### src/rtl/seq_detect_pkg.sv
// Shared defaults, mode encoding and config helper
// for the Mealy sequence detector.
package seq_detect_pkg;

  localparam int PAT_W_DEF = 8;
  localparam int LEN_W_DEF = 4;
  localparam int CNT_W_DEF = 16;

  typedef enum logic {
    MODE_NONOVL = 1'b0,
    MODE_OVL    = 1'b1
  } mode_e;

  function automatic logic len_ok(
    input int unsigned len,
    input int unsigned max_len
  );
    return (len != 0) && (len <= max_len);
  endfunction

endpackage

### src/rtl/seq_detect_mealy_sat_counter.sv
// Saturating event counter; a clear that coincides
// with an increment restarts the count at one.
module sat_counter #(
  parameter int CNT_W = 16
) (
  input  logic             clk,
  input  logic             rst,
  input  logic             i_clr,
  input  logic             i_inc,
  output logic [CNT_W-1:0] o_cnt,
  output logic             o_sat
);

  logic [CNT_W-1:0] r_cnt;
  logic             r_sat;
  logic [CNT_W-1:0] w_nxt;

  always_comb begin
    w_nxt = r_cnt;
    if (i_clr) begin
      w_nxt = i_inc ? CNT_W'(1) : '0;
    end else if (i_inc && !r_sat) begin
      w_nxt = r_cnt + CNT_W'(1);
    end
  end

  always_ff @(posedge clk or posedge rst) begin
    if (rst) begin
      r_cnt <= '0;
      r_sat <= 1'b0;
    end else begin
      r_cnt <= w_nxt;
      r_sat <= &w_nxt;
    end
  end

  assign o_cnt = r_cnt;
  assign o_sat = r_sat;

endmodule

### src/rtl/seq_detect_mealy.sv
// Programmable Mealy sequence detector with overlap
// control and a saturating match counter.
module seq_detect_mealy
  import seq_detect_pkg::*;
#(
  parameter int PAT_W = PAT_W_DEF,
  parameter int LEN_W = LEN_W_DEF,
  parameter int CNT_W = CNT_W_DEF
) (
  input  logic             clock,
  input  logic             reset,
  input  logic             w_valid,
  input  logic             w,
  input  logic [PAT_W-1:0] pattern,
  input  logic [LEN_W-1:0] pat_len,
  input  logic             mode_overlap,
  input  logic             cfg_load,
  input  logic             cnt_clr,
  output logic             z,
  output logic [CNT_W-1:0] match_cnt,
  output logic             cnt_sat,
  output logic             cfg_err
);

  localparam logic [LEN_W-1:0] FILL_MAX = LEN_W'(PAT_W);

  // The oldest history bit never reaches the compare
  // window, so only PAT_W-1 bits are stored.
  logic [PAT_W-2:0] r_hist;
  logic [LEN_W-1:0] r_fill;
  logic             r_z;
  logic             r_cfg_err;

  logic [PAT_W-1:0] w_cand;
  logic [PAT_W-1:0] w_mask;
  logic [LEN_W:0]   w_fill_p1;
  logic             w_err_now;
  logic             w_fill_ok;
  logic             w_hit;
  logic             w_step;
  logic             w_match;
  logic             w_restart;
  logic [LEN_W-1:0] w_fill_nxt;

  assign w_cand = {r_hist, w};

  always_comb begin
    w_mask = '0;
    for (int i = 0; i < PAT_W; i++) begin
      w_mask[i] = (i < int'(32'(pat_len)));
    end
  end

  assign w_err_now = !len_ok(32'(pat_len), PAT_W);
  assign w_fill_p1 = {1'b0, r_fill} + (LEN_W+1)'(1);
  assign w_fill_ok = w_fill_p1 >= {1'b0, pat_len};
  assign w_hit     = ((w_cand ^ pattern) & w_mask) == '0;
  assign w_step    = w_valid && !cfg_load;

  assign w_match = w_step && !w_err_now
                && w_fill_ok && w_hit;

  assign w_restart = w_match
    && (mode_e'(mode_overlap) == MODE_NONOVL);

  always_comb begin
    w_fill_nxt = r_fill;
    if (cfg_load) begin
      w_fill_nxt = '0;
    end else if (w_valid) begin
      if (w_restart) begin
        w_fill_nxt = '0;
      end else if (r_fill != FILL_MAX) begin
        w_fill_nxt = w_fill_p1[LEN_W-1:0];
      end
    end
  end

  always_ff @(posedge clock or posedge reset) begin
    if (reset) begin
      r_hist <= '0;
    end else if (cfg_load) begin
      r_hist <= '0;
    end else if (w_valid) begin
      r_hist <= w_cand[PAT_W-2:0];
    end
  end

  always_ff @(posedge clock or posedge reset) begin
    if (reset) begin
      r_fill    <= '0;
      r_z       <= 1'b0;
      r_cfg_err <= 1'b0;
    end else begin
      r_fill    <= w_fill_nxt;
      r_z       <= w_match;
      r_cfg_err <= w_err_now;
    end
  end

  sat_counter #(
    .CNT_W (CNT_W)
  ) u_cnt (
    .clk   (clock),
    .rst   (reset),
    .i_clr (cnt_clr),
    .i_inc (w_match),
    .o_cnt (match_cnt),
    .o_sat (cnt_sat)
  );

  assign z       = r_z;
  assign cfg_err = r_cfg_err;

endmodule

### config.mk
export PLATFORM = sky130hd
export DESIGN_NAME = seq_detect_mealy
export DESIGN_NICKNAME = d
export VERILOG_FILES = /design/src/rtl/seq_detect_pkg.sv /design/src/rtl/seq_detect_mealy_sat_counter.sv /design/src/rtl/seq_detect_mealy.sv
export SDC_FILE = /design/constraint.sdc
export NUM_CORES = 1
export LEC_CHECK = 0
export CORE_UTILIZATION = 45
export CTS_CLUSTER_SIZE = 28
export DETAILED_ROUTE_END_ITERATION = 16
export PLACE_DENSITY_LB_ADDON = 0.05
export SLEW_MARGIN = 0
export SYNTH_ARGS = -nofsm -noshare
export SYNTH_HDL_FRONTEND = slang
export SYNTH_HIERARCHICAL = 1
export SYNTH_SLANG_ARGS = --single-unit
### constraint.sdc
create_clock -name clock -period 3.15 [get_ports clock]
set_clock_uncertainty 0.1 [all_clocks]
set_input_delay 0.63 -clock clock [delete_from_list [all_inputs] [get_ports clock]]
set_output_delay 0.63 -clock clock [all_outputs]
set_load 0.1 [all_outputs]
==> key figures <==
Synth
  – Number of flops mapped to enable cells by yosys: 0
  – Post-Synth XOR/XNOR Area: about a tenth
  – Synth warn: 6
  – Distinct cells, synth: 50
  – Largest area contributor in the netlist: dfrtp_1
  – Ys async rst share: 100%
  – Synth Area in Compound Gates: about a tenth
  – Gate Count Post-Synth: just over 200
  – Simple-Gate Fraction of Synth Area: 26.3%
  – Flops & latches, synth: 30
  – Multiplexer share of the synthesized area: approximately 5.6%
  – Top post-synthesis cells by area: dfrtp_1 38%, xnor2_1 7.1%, nor2_1 5.3%
  – Syn nets: 232
  – Largest family of logic cells by synthesized area: simple AND/OR/NAND/NOR gates
  – Seq/Total Area, Yosys: 38.0%
  – Share of the synthesized area in the top cell type: between 30% and 40%
  – Mean Syn Cell Area: roughly 9.6 um2
  – Ys flop type: dfrtp_1
  – Adder-Cell Fraction of Synth Area: 4.43%
  – Mapped cell area: about 0.0020 mm2

Flow run
  – Max Cap Violations: 0

STA
  – Final setup viols: 0
  – Max-slew headroom: 54.2%
  – Tcrit/Tclk final: a little over nine tenths
  – Final min period: 3.03 ns
  – Final hold viol count: 0
  – Least-Margin Pin Slew: about 0.69 ns
  – Hold WS: between 0.4 and 0.5 ns
  – Sum of negative setup slack: 0 ns
  – RSZ-0062 raised after global routing: false
  – Slew Viols, Final: 0
  – Maximum clock rate: ~330 MHz

Cells and area
  – Layout fillers: approximately 350
  – Nets: 290
  – Register area: about 750 um2
  – Commonest cells after routing, fill and taps aside: 41 x buf_4, 29 x dfrtp_1, 28 x nor2_1
  – Multi-input gate area: 0.00115 mm2
  – Most common cell after layout, fill and taps aside: buf_4
  – Final core utilization: between 60% and 70%
  – Ratio of cells with drive above 1 in the final layout: about a quarter
  – Area grow syn2layout: 33.1%
  – ANT cells: 0
  – Fin cells: roughly 320

Setup path
  – Cell Chain, Critical Path: clkdlybuf4s50_1 -> and2b_4 -> o2111ai_2 -> a211oi_2 -> and4_4 -> nand3b_4 -> or4b_1 -> o311ai_0 -> nand4_1 -> nor4_2
  – Startpoint Class: input pin
  – Delay-heaviest family, CP: simple AND/OR/NAND/NOR gates
  – CP Class: in2reg
  – CP max FO: 9
  – Worst Path Arrival: roughly 3.1 ns
  – Largest stage delay on the critical path: approximately 0.5 ns
  – Worst-path cell with the longest stage delay: or4b_1
  – Crit. End Element: register
  – Buffers & Inverters on Critical Path: 1
  – WP data required: approximately 3.2 ns

Die
  – Initial Utilization: 48.1%
  – DIE WIDTH: 68.3 um
  – Die ar.: roughly 0.0047 mm2
  – # IOs: 38
  – Site Rows: 23
  – Placeable Area: 0.00412 mm2
  – Chip Height: just under 70 um

Outcome
  – Outcome: finished, final reports clean

Clock tree
  – CTS Buffer Depth: 2
  – CTS tree: built
  – Clk Tree Root Cell: clkbuf_8
  – Total CTS buffers: 5
  – Clock-pin slew on the worst setup and hold paths: 0.07 ns
  – CTS Hold Bufs: 0
  – Clock sink total: 30
  – Htree depth: 2
  – Worst skew pair latency: roughly 0.28 ns

Route
  – Wire per inst: ~15 um
  – DRT met1 WL: approximately 2400 um
  – Total wire length: ~4700 um
  – Met2 wirelength from detailed routing: between 2000 and 2500 um
  – 1st-iter DRT viols: 67
  – Initial DRT Pass Iterations: 5
  – Max layer used: met4
  – Routed Antenna Nets: 0
  – Vias: between 1500 and 2000
  – Residual DRC count: 0
  – Metal3 WL: between 150 and 200 um
  – DR vias/cell: approximately 5.4

Placed design
  – GPL Wtd Cong: about 0.91
  – Dpl cells: around 300
  – IO buf count: 37
  – Post-DP HPWL: around 3600 um

GRT
  – GRT Total Usage: between 20 and 25%
  – Gr ovfl total: 0
  – Global-route wire length before repair: approximately 7400 um
  – Largest net degree at the start of global routing: 18
  – Initial antenna violation count: 0
  – Vias in the first global route: about 1600

Power and ir drop
  – LEAKAGE: about 1.2 nW
  – VDD IR-drop max: ~240 uV
  – Pwr dens: 384 mW/mm2

Worst hold path
  – HP Class: reg2reg
==> state kept, by name, summed over array words and instances, names as in the netlist <==
signal / count
u_cnt/o_cnt: 16
r_hist: 7
r_fill: 4
cfg_err: 1
u_cnt/o_sat: 1
z: 1
==> timing repair <==
item                                    in CTS  in global routing
resized for setup                            6                  5
setup buffers                                2                  2
endpoints found under the setup margin       2                  1
cloned                                       0                  0
pin swaps                                    6                  5
==> final cells by class <==
type	instances	share of cell area (%)
inverters	9	1.28
multi-input cells	159	43.9
flip-flops and latches	30	28.6
repair buffers	59	18.5
clock inverters	2	2.28
well taps	50	2.38
clock buffers	6	3.14
==> report_power, final <==
group	leakage, nW	switching [W]	internal, W
clock network	0.0714	0.000150	0.000337
logic	0.730	0.0000655	0.0000603
registers	0.413	0.00000631	0.000391
==> metal layers <==
metal | up-vias | global-route usage (%)
li1 | 853 | -
met1 | 814 | 30.0
met2 | 36 | 33.3
met3 | 2 | 4.83
met4 | 0 | 6.77
met5 | - | 0
==> synth_stat cells, drive strengths merged, types with 2 or more instances <==
cell	number
a211oi	3
a21oi	7
a31oi	3
a32oi	2
a41oi	2
and2	2
buf	6
clkbuf	2
dfrtp	30
ha	7
inv	9
mux2i	10
nand2	14
nand2b	3
nand3	6
nand3b	3
nand4	5
nand4b	3
nor2	28
nor2b	3
nor3	4
nor3b	2
nor4	5
o21ai	6
o31ai	3
or3	2
or4b	2
xnor2	16
xor2	7
==> kinds of logic (layout without fill, tap and decap cells) <==
logic type      Yosys count  after routing
compound gates           29             29
flops                    30             30
xor+xnor                 23             23
mux                      11             11
buf+inv                  17             76
simple gates             89             89
fa+ha+maj                 7              7
==> path summary, 6_finish.rpt <==
path / from / endpoint / slack [ns] / depth (start not counted)
worst max-delay path: cfg_load / u_cnt/o_sat / 0.12 / 10
max in group asynchronous: reset / u_cnt/o_cnt[1] / 1.82 / 2
worst min-delay path: r_hist[6] / r_hist[6] / 0.48 / 2
min in group asynchronous: reset / r_hist[2] / 0.61 / 2
worst max register to register: r_fill[0] / u_cnt/o_sat / 0.16 / 11
worst min register to register: r_hist[6] / r_hist[6] / 0.48 / 2
==> tightest hold or removal path: cells and delay by family, from the launching register on <==
| kind | cells | cell delay [ns] |
|---|---|---|
| simple gates | 1 | 0.09 |
| flops | 1 | 0.37 |
| mux | 1 | 0.08 |
==> per-stage QoR <==
stage | cell area [um2] | setup WS (ns) | total power (W)
3_5_place_dp | 2440 | -0.508 | 0.000527
3_3_place_gp | 2440 | -0.423 | 0.000525
5_1_grt | 2630 | 0.00435 | 0.00105
6_report | 2630 | 0.121 | 0.00101
4_1_cts | 2600 | 0.000824 | 0.00102
2_1_floorplan | 1980 | 0.188 | 0.000473
Power figures use the tool's default switching activity.
